$ cat config.mk
export PLATFORM = sky130hd
export DESIGN_NAME = x4xx_mgt_link_monitor
export DESIGN_NICKNAME = d
export VERILOG_FILES = /design/src/rtl/x4xx_mgt_mon_pkg.sv /design/src/rtl/x4xx_mgt_lane_mon.sv /design/src/rtl/x4xx_mgt_link_monitor.sv
export SDC_FILE = /design/constraint.sdc
export NUM_CORES = 1
export LEC_CHECK = 0
export ABC_AREA = 1
export BUFFER_PORTS_ARGS = -buffer_cell sky130_fd_sc_hd__buf_2
export CAP_MARGIN = 25
export CORE_ASPECT_RATIO = 1.2
export CORE_MARGIN = 1
export CORE_UTILIZATION = 42
export CTS_CLUSTER_SIZE = 28
export DETAILED_ROUTE_END_ITERATION = 8
export GPL_TIMING_DRIVEN = 0
export PLACE_DENSITY_LB_ADDON = 0.12
export SETUP_SLACK_MARGIN = 0.3
export SLEW_MARGIN = 25
export SYNTH_ARGS = -nofsm -noshare
export SYNTH_HDL_FRONTEND = slang
export SYNTH_HIERARCHICAL = 1
export SYNTH_SLANG_ARGS = --single-unit
$ cat constraint.sdc
create_clock -name bus_clk -period 4.9 [get_ports bus_clk]
set_clock_uncertainty 0.2 [all_clocks]
set_input_delay 0.98 -clock bus_clk [delete_from_list [all_inputs] [get_ports bus_clk]]
set_output_delay 0.98 -clock bus_clk [all_outputs]
set_load 0.02 [all_outputs]
$ cat src/rtl/x4xx_mgt_mon_pkg.sv
// Shared types and constants for the MGT lane link monitor.
// Register field selects, per-lane link state encoding and the bad-lane read signature.
package x4xx_mgt_mon_pkg;

    typedef enum logic [1:0] {
        MON_STATUS    = 2'd0,
        MON_RX_PKT    = 2'd1,
        MON_TX_PKT    = 2'd2,
        MON_LINK_DOWN = 2'd3
    } mon_field_e;

    typedef enum logic [1:0] {
        LANE_DOWN = 2'd0,
        LANE_QUAL = 2'd1,
        LANE_UP   = 2'd2
    } lane_state_e;

    localparam logic [15:0] MON_BAD_LANE_SIG = 16'hDEAD;

endpackage

$ cat src/rtl/x4xx_mgt_lane_mon.sv
// One MGT lane: link debounce FSM, traffic activity stretcher and packet/link-drop counters.
// Link loss is reported on the next edge; qualification needs DEBOUNCE_CYCLES consecutive highs.
module x4xx_mgt_lane_mon
    import x4xx_mgt_mon_pkg::*;
#(
    parameter int DEBOUNCE_CYCLES = 1024,
    parameter int ACT_HOLD_CYCLES = 2**20,
    parameter int CNT_W           = 32
) (
    input  logic             clk,
    input  logic             rst,
    input  logic             raw_link_up,
    input  logic             rx_beat,
    input  logic             rx_last,
    input  logic             tx_beat,
    input  logic             tx_last,
    input  logic             clr,
    output logic             link_up,
    output logic             activity,
    output logic [CNT_W-1:0] rx_pkt_cnt,
    output logic [CNT_W-1:0] tx_pkt_cnt,
    output logic [CNT_W-1:0] link_down_cnt
);

    localparam int DEB_W  = (DEBOUNCE_CYCLES > 1) ? $clog2(DEBOUNCE_CYCLES) : 1;
    localparam int HOLD_W = $clog2(ACT_HOLD_CYCLES + 1);
    localparam logic [DEB_W-1:0]  DEB_LAST  = DEB_W'(DEBOUNCE_CYCLES - 1);
    localparam logic [HOLD_W-1:0] HOLD_LOAD = HOLD_W'(ACT_HOLD_CYCLES);

    lane_state_e       state;
    logic [DEB_W-1:0]  deb_cnt;
    logic [HOLD_W-1:0] hold_cnt;
    logic [HOLD_W-1:0] hold_nxt;
    logic              link_lost;

    assign link_lost = (state == LANE_UP) && !raw_link_up;

    // A beat reloads the hold timer even on the cycle it would have reached zero.
    always_comb begin
        hold_nxt = hold_cnt;
        if (rx_beat || tx_beat)
            hold_nxt = HOLD_LOAD;
        else if (hold_cnt != '0)
            hold_nxt = hold_cnt - HOLD_W'(1);
    end

    always_ff @(posedge clk) begin
        if (rst) begin
            state         <= LANE_DOWN;
            deb_cnt       <= '0;
            link_up       <= 1'b0;
            hold_cnt      <= '0;
            activity      <= 1'b0;
            rx_pkt_cnt    <= '0;
            tx_pkt_cnt    <= '0;
            link_down_cnt <= '0;
        end else begin
            case (state)
                LANE_DOWN, LANE_QUAL: begin
                    if (!raw_link_up) begin
                        state   <= LANE_DOWN;
                        deb_cnt <= '0;
                    end else if (deb_cnt == DEB_LAST) begin
                        state   <= LANE_UP;
                        link_up <= 1'b1;
                        deb_cnt <= '0;
                    end else begin
                        state   <= LANE_QUAL;
                        deb_cnt <= deb_cnt + DEB_W'(1);
                    end
                end
                LANE_UP: begin
                    if (!raw_link_up) begin
                        state   <= LANE_DOWN;
                        link_up <= 1'b0;
                    end
                end
                default: begin
                    state   <= LANE_DOWN;
                    link_up <= 1'b0;
                    deb_cnt <= '0;
                end
            endcase

            hold_cnt <= hold_nxt;
            activity <= (hold_nxt != '0);

            // Clear has priority; an event coincident with it is dropped.
            if (clr) begin
                rx_pkt_cnt    <= '0;
                tx_pkt_cnt    <= '0;
                link_down_cnt <= '0;
            end else begin
                if (rx_beat && rx_last)
                    rx_pkt_cnt <= rx_pkt_cnt + CNT_W'(1);
                if (tx_beat && tx_last)
                    tx_pkt_cnt <= tx_pkt_cnt + CNT_W'(1);
                if (link_lost && (link_down_cnt != '1))
                    link_down_cnt <= link_down_cnt + CNT_W'(1);
            end
        end
    end

endmodule

$ cat src/rtl/x4xx_mgt_link_monitor.sv
// Per-lane MGT link/activity monitor with a single-cycle register read port.
// Lanes are addressed by addr[7:4], fields by addr[3:2]; unknown lanes return a signature word.
module x4xx_mgt_link_monitor
    import x4xx_mgt_mon_pkg::*;
#(
    parameter int NUM_LANES       = 4,
    parameter int DEBOUNCE_CYCLES = 1024,
    parameter int ACT_HOLD_CYCLES = 2**20,
    parameter int CNT_W           = 32
) (
    input  logic                 bus_clk,
    input  logic                 bus_rst,
    input  logic [NUM_LANES-1:0] raw_link_up,
    input  logic [NUM_LANES-1:0] e2v_tvalid,
    input  logic [NUM_LANES-1:0] e2v_tready,
    input  logic [NUM_LANES-1:0] e2v_tlast,
    input  logic [NUM_LANES-1:0] v2e_tvalid,
    input  logic [NUM_LANES-1:0] v2e_tready,
    input  logic [NUM_LANES-1:0] v2e_tlast,
    input  logic                 clr_counters,
    input  logic                 reg_rd_req,
    input  logic [7:0]           reg_rd_addr,
    output logic                 reg_rd_ack,
    output logic [31:0]          reg_rd_data,
    output logic [NUM_LANES-1:0] link_up,
    output logic [NUM_LANES-1:0] activity
);

    logic [CNT_W-1:0] rx_cnt   [NUM_LANES];
    logic [CNT_W-1:0] tx_cnt   [NUM_LANES];
    logic [CNT_W-1:0] down_cnt [NUM_LANES];

    for (genvar i = 0; i < NUM_LANES; i++) begin : g_lane
        x4xx_mgt_lane_mon #(
            .DEBOUNCE_CYCLES (DEBOUNCE_CYCLES),
            .ACT_HOLD_CYCLES (ACT_HOLD_CYCLES),
            .CNT_W           (CNT_W)
        ) u_lane (
            .clk           (bus_clk),
            .rst           (bus_rst),
            .raw_link_up   (raw_link_up[i]),
            .rx_beat       (e2v_tvalid[i] & e2v_tready[i]),
            .rx_last       (e2v_tlast[i]),
            .tx_beat       (v2e_tvalid[i] & v2e_tready[i]),
            .tx_last       (v2e_tlast[i]),
            .clr           (clr_counters),
            .link_up       (link_up[i]),
            .activity      (activity[i]),
            .rx_pkt_cnt    (rx_cnt[i]),
            .tx_pkt_cnt    (tx_cnt[i]),
            .link_down_cnt (down_cnt[i])
        );
    end

    logic [3:0]  rd_lane;
    mon_field_e  rd_field;
    logic [31:0] rd_word;
    logic        unused_addr_bits;

    assign rd_lane          = reg_rd_addr[7:4];
    assign rd_field         = mon_field_e'(reg_rd_addr[3:2]);
    assign unused_addr_bits = ^reg_rd_addr[1:0];

    always_comb begin
        rd_word = {MON_BAD_LANE_SIG, 16'(NUM_LANES)};
        for (int i = 0; i < NUM_LANES; i++) begin
            if (rd_lane == 4'(i)) begin
                case (rd_field)
                    MON_STATUS:    rd_word = {30'b0, activity[i], link_up[i]};
                    MON_RX_PKT:    rd_word = 32'(rx_cnt[i]);
                    MON_TX_PKT:    rd_word = 32'(tx_cnt[i]);
                    MON_LINK_DOWN: rd_word = 32'(down_cnt[i]);
                    default:       rd_word = '0;
                endcase
            end
        end
    end

    always_ff @(posedge bus_clk) begin
        if (bus_rst) begin
            reg_rd_ack  <= 1'b0;
            reg_rd_data <= '0;
        end else begin
            reg_rd_ack <= reg_rd_req;
            if (reg_rd_req)
                reg_rd_data <= rd_word;
        end
    end

endmodule

======== Yosys cells after proc, flatten, opt, wreduce, memory -nomap -nowiden ========
Cells that the tools add are included.
cells by class
  add/subtract/negate cells ............... 20
  equal/unequal tests ..................... 34
  muxes and demuxes ....................... 60
  bitwise gates (word level) .............. 8
  reduce and logical (&&, ||, !) cells .... 47
operators by type and width
  kind                                                                   count
  32-bit case mux with 4 select lines                                    4
  32-bit by 1-bit adder with 32-bit output, second input constant        12
  21-bit 2-to-1 mux                                                      8
  21-bit nonzero test                                                    8
  32-bit 2-to-1 mux                                                      4
  32-bit != test, second input constant                                  4
  21-bit by 1-bit subtractor with 21-bit output, second input constant   4
  10-bit 2-to-1 mux                                                      8
  10-bit case mux with 2 select lines                                    4
  10-bit by 1-bit adder with 10-bit output, second input constant        4
  10-bit equality test, second input constant                            4
  2-bit 2-to-1 mux                                                       12
  1-bit logical AND                                                      16
  2-bit != test, second input constant                                   8
  2-bit case mux with 2 select lines                                     4
  2-bit equality test, second input constant                             6
  1-bit 2-to-1 mux                                                       12
  3-bit AND reduction                                                    4
  2-bit by 1-bit equality test with 1-bit output, second input constant  5
  2-bit zero test                                                        5
  2-bit OR reduction                                                     5
  1-bit AND                                                              8
  4-bit by 2-bit equality test with 1-bit output, second input constant  2
  2-bit by 1-bit != test with 1-bit output, second input constant        4
  other kinds (5)                                                        14
word-level totals
  word-level logic and storage cells ...... 203
  bits in registers ....................... 557
  output and inout port bits .............. 41
  input port bits ......................... 40

======== Longest topological paths before layout ========
  word-level depth ........................ 6
  depth in mapped cells ................... 15
  gate-level depth less buffers ........... 15

======== Cells and area by module ========
Netlist, hierarchy kept.
modules (own cells, without submodules)
  module                                    times used  sequential area each (µm²)  cells each  area an instance (µm²)
  x4xx_mgt_lane_mon (g_lane[2].u_lane ...)  2           2622.5                      1012        6914.1
  x4xx_mgt_lane_mon (g_lane[0].u_lane)      1           2622.5                      1004        6936.7
  x4xx_mgt_lane_mon (g_lane[1].u_lane)      1           2622.5                      998         6772.7
  x4xx_mgt_link_monitor                     1           660.6                       918         4531.8

======== Worst setup path after synthesis ========
Ideal clock, no wire load.
  path kind ............................... input to register
  from .................................... input e2v_tvalid[2]
  to ...................................... register g_lane[2].u_lane.rx_pkt_cnt[23]
  library setup time ...................... 0.128 ns
  data required time ...................... 4.572 ns
  setup slack ............................. 2.361 ns
  arrival ................................. 2.212 ns
  stages on the path ...................... 14
  path buffers ............................ 0
  path through ............................ nand2_1 inv_1 nand2_2 nor2_4 nand2_2 nor2_2 nand2_2 nor2_4 nand2_4 nor2_4 nand2_2 nor2_2 xor2_1 nor2_1
between the ends
  cells in the longest elaborated chain, start to end .. 2
RTL lines
  element               RTL line                     RTL
  from (decl)           x4xx_mgt_link_monitor.sv:14  input logic [NUM_LANES-1:0] e2v_tvalid,
  1-bit AND             x4xx_mgt_link_monitor.sv:42  .rx_beat (e2v_tvalid[i] & e2v_tready[i]),
  1-bit logical AND     x4xx_mgt_lane_mon.sv:94      if (rx_beat && rx_last)
  to (signal assigned)  x4xx_mgt_lane_mon.sv:95      rx_pkt_cnt <= rx_pkt_cnt + CNT_W'(1);
  to (decl)             x4xx_mgt_lane_mon.sv:20      output logic [CNT_W-1:0] rx_pkt_cnt,
No other way between the ends.
A chain may end at the register's enable or synchronous reset.

======== Final worst setup path ========
  from .................................... input bus_rst
  to ...................................... register g_lane[1].u_lane.link_down_cnt[21]
between the ends
  cells in the longest elaborated chain, start to end .. 1
RTL lines
  element                              RTL line                     RTL
  from (decl)                          x4xx_mgt_link_monitor.sv:12  input logic bus_rst,
  2-bit OR reduction (no source line)  --
  to (signal assigned)                 x4xx_mgt_lane_mon.sv:99      link_down_cnt <= link_down_cnt + CNT_W'(1);
  to (decl)                            x4xx_mgt_lane_mon.sv:22      output logic [CNT_W-1:0] link_down_cnt
No other way between the ends.

==> impl_metrics.py <==
metrics = {
    "outcome": {
        "status": "finished clean",
    },
    "critical_path": {
        "critPathKind": "input port to flop",
        "crit_path_end_kind": "flop",
        "critical_path.max_stage_delay_ns": 0.64,
        "path_delay_family": "buffers and inverters",
        "cp.buffers_inverters": 5,
        "worstPathMaxFanout": 10,
        "start_kind": "input port",
        "path_common_cell": "clkbuf_1",
        "required_ns": 5.17,
        "path_cells": "buf_2 > clkbuf_1 > nor2_1 > inv_1 > clkbuf_1 > clkbuf_1 > nor2_1",
        "critPathArrivalTime_ns": 3.63,
        "crit_slowest_cell": "clkbuf_1",
    },
    "synth": {
        "syn_inst": 4944,
        "synth_common_cells": "nand2_1, nor2_1, dfxtp_1, inv_1, nand3_1",
        "synth_cell_types": 59,
        "yosysWarnings": 6,
        "ys_seq_area_share_pct": 34.8,
        "yosys.cell_count.top_type": "nand2_1",
        "synth_top_area_share_pct": 34.8,
        "synth_enable_flop_cells": 0,
        "yosysTopAreaCell": "dfxtp_1",
        "synth_ff_type": "dfxtp_1",
        "synth_nets": 5004,
        "async_flop_share_pct": 0,
        "syn_area_per_cell_um2": 6.49,
        "synthTopCellsByArea": "dfxtp_1, nand2_1, nor2_1",
        "ys_ff_latch": 557,
        "netlist_area_mm2": 0.0321,
    },
    "timing": {
        "hold_viol_final": 0,
        "period_share_pct": 68.5,
        "relSlewSlack_pct": 42.7,
        "fmax_mhz": 298,
        "slew_viol_final": 0,
        "finalSetupTns_ns": 0,
        "setup_violations": 0,
        "period_needed_ns": 3.36,
        "rsz0062_at_grt": "no",
        "tightest_slew_ns": 0.858,
    },
    "place": {
        "gp_congestion": 1.00,
        "dp_hpwl_um": 86400,
        "io_buffer_count": 77,
    },
    "power_and_ir_drop": {
        "leakage_nw": 13.5,
        "pwr_density_cell_mw_per_mm2": 444,
        "vdd_ir_drop_max_v": 0.000427,
    },
    "global_routing": {
        "grt_overflow": 0,
        "grt_pass1_vias": 30200,
        "antenna_found_initial": 1,
        "grtUsageTotal_pct": 28.2,
        "grt_max_degree": 13,
        "grt_pass1_wl_um": 170000,
    },
    "routing": {
        "drt_iter0_drc": 2864,
        "num_vias": 32500,
        "ant_nets": 0,
        "vias_per_cell": 5.29,
        "wl_per_cell_um": 18.0,
        "drt-pass1-iter-count": 8,
        "drt_wl_total_um": 111000,
        "drc": 0,
    },
    "clocking": {
        "clk_latency_ns": 0.64,
        "clock_sinks": 557,
        "hold_buffers": 0,
        "path_clk_slew_ns": 0.05,
        "htree_levels": 3,
        "cts_root_buffer": "clkbuf_16",
        "post_cts_buffers": 0,
        "cts_max_path_buffers": 3,
        "cts_buffers": 67,
        "cts_resized": 0,
        "cts_tree": "built",
    },
    "job": {
        "maxCapViolCount": 0,
    },
    "layout": {
        "fin_nets": 5150,
        "drive_above_1_share_pct": 9.24,
        "n_fill_cell": 8027,
        "antennaDiodeCount": 0,
        "final_util_pct": 47.7,
        "syn2layout_area_growth_pct": 12.0,
    },
    "floorplanning": {
        "core_mm2": 0.0753,
        "io_pins": 81,
        "die_h_um": 305,
        "std_cell_rows": 110,
        "dieArea_mm2": 0.0775,
        "dieWidth_um": 254,
        "start_util_pct": 42.6,
    },
    "hold_path": {
        "min_path_type": "flop to flop",
    },
}
sequential cells by signal (all words and copies together) (netlist names):
name                         flops
g_lane.u_lane/link_down_cnt    128
g_lane.u_lane/rx_pkt_cnt       128
g_lane.u_lane/tx_pkt_cnt       128
g_lane.u_lane/hold_cnt          84
g_lane.u_lane/deb_cnt           40
reg_rd_data                     32
g_lane.u_lane/state              8
g_lane.u_lane/activity           4
g_lane.u_lane/link_up            4
reg_rd_ack                       1
through the flow:
step           instances  power [mW]  worst slack (ns)  hold slack, ns  instance area [um2]
5_1_grt             6147        17.2              1.52           0.284                35900
3_3_place_gp        6029        10.9              1.02           0.236                33700
6_report            6147        16.0              1.54           0.259                35900
2_1_floorplan       4944        9.68              2.36           0.223                32100
4_1_cts             6147        16.1              1.63           0.257                35900
3_5_place_dp        6029        10.9              1.00           0.249                33700
logic make-up after synthesis:
| group | Yosys count | synth area share, % |
|---|---|---|
| fa+ha+maj | 20 | 0.780 |
| buf+inv | 651 | 8.56 |
| flops | 557 | 34.8 |
| compound gates | 539 | 9.07 |
| simple gates | 3025 | 42.7 |
| xor+xnor | 152 | 4.15 |
layout by cell type (no fill, tap or decap), types with 5 or more instances in the layout:
| cell type | netlist | final |
|---|---|---|
| xnor2_1 | 40 | 40 |
| nor2_4 | 36 | 36 |
| nor2_1 | 650 | 650 |
| o21ba_2 | 5 | 5 |
| clkbuf_1 | 63 | 76 |
| inv_1 | 483 | 483 |
| nand3b_1 | 33 | 33 |
| a21oi_1 | 264 | 264 |
| nor3b_1 | 17 | 17 |
| nand4_1 | 134 | 134 |
| xor2_1 | 112 | 112 |
| nor4_1 | 28 | 28 |
| buf_4 | 7 | 7 |
| ha_1 | 20 | 20 |
| nor2_2 | 42 | 42 |
| buf_6 | 24 | 24 |
| nand2_1 | 1396 | 1396 |
| buf_2 | 44 | 121 |
| nand3_2 | 21 | 21 |
| clkinv_2 | 0 | 13 |
| clkbuf_16 | 0 | 69 |
| a221oi_1 | 5 | 5 |
| dfxtp_1 | 557 | 557 |
| nand2_2 | 43 | 43 |
| nor3_2 | 18 | 18 |
| o21ai_0 | 179 | 179 |
| clkbuf_8 | 0 | 14 |
| a211oi_1 | 10 | 10 |
| nor3_1 | 159 | 159 |
| buf_1 | 6 | 6 |
| o211ai_1 | 9 | 9 |
| nand2_4 | 7 | 7 |
| o21ai_1 | 11 | 11 |
| a31oi_1 | 23 | 23 |
| a21oi_2 | 6 | 6 |
| inv_2 | 16 | 16 |
| o31ai_1 | 6 | 6 |
| o21a_1 | 8 | 8 |
| nand3_1 | 412 | 412 |
path summary, 6_finish.rpt:
check	slack [ns]	depth (start not counted)	startpoint	to
worst max-delay path	1.54	7	bus_rst	g_lane[1].u_lane/link_down_cnt[21]
worst min-delay path	0.26	2	reg_rd_data[22]	reg_rd_data[22]
worst max register to register	2.39	13	g_lane[1].u_lane/hold_cnt[0]	g_lane[1].u_lane/activity
worst min register to register	0.26	2	reg_rd_data[22]	reg_rd_data[22]
power breakdown:
part / leakage [nW] / internal (mW) / total [mW] / switching (mW)
sequential: 4.50 / 4.88 / 5.22 / 0.341
clock: 1.10 / 3.01 / 5.09 / 2.08
combinational: 7.90 / 1.93 / 5.66 / 3.73
metal layers:
| metal | global-route usage, % | vias up | routed length (um) |
|---|---|---|---|
| met5 | 0 | - | 0 |
| met3 | 3.86 | 203 | 7110 |
| li1 | - | 16400 | - |
| met1 | 37.4 | 14900 | 49000 |
| met4 | 11.1 | 0 | 4060 |
| met2 | 46.1 | 984 | 50600 |
tightest hold or removal path: cells and delay by family, from the launching register on:
family | cells | cell delay (ns)
flops | 1 | 0.30
simple gates | 1 | 0.06
compound gates | 1 | 0.05
final cells by class:
cell class | count | area (um2) | share of cell area (%)
timing repair buffer | 77 | 385 | 1.07
multi-input combinational | 3736 | 18200 | 50.6
sequential | 557 | 11200 | 31.0
inverter | 505 | 1900 | 5.30
buffer | 146 | 842 | 2.34
clock buffer | 96 | 1970 | 5.48
clock inverter | 22 | 244 | 0.679
tap | 1008 | 1260 | 3.51
No activity file was read; power rests on OpenSTA's default activity.
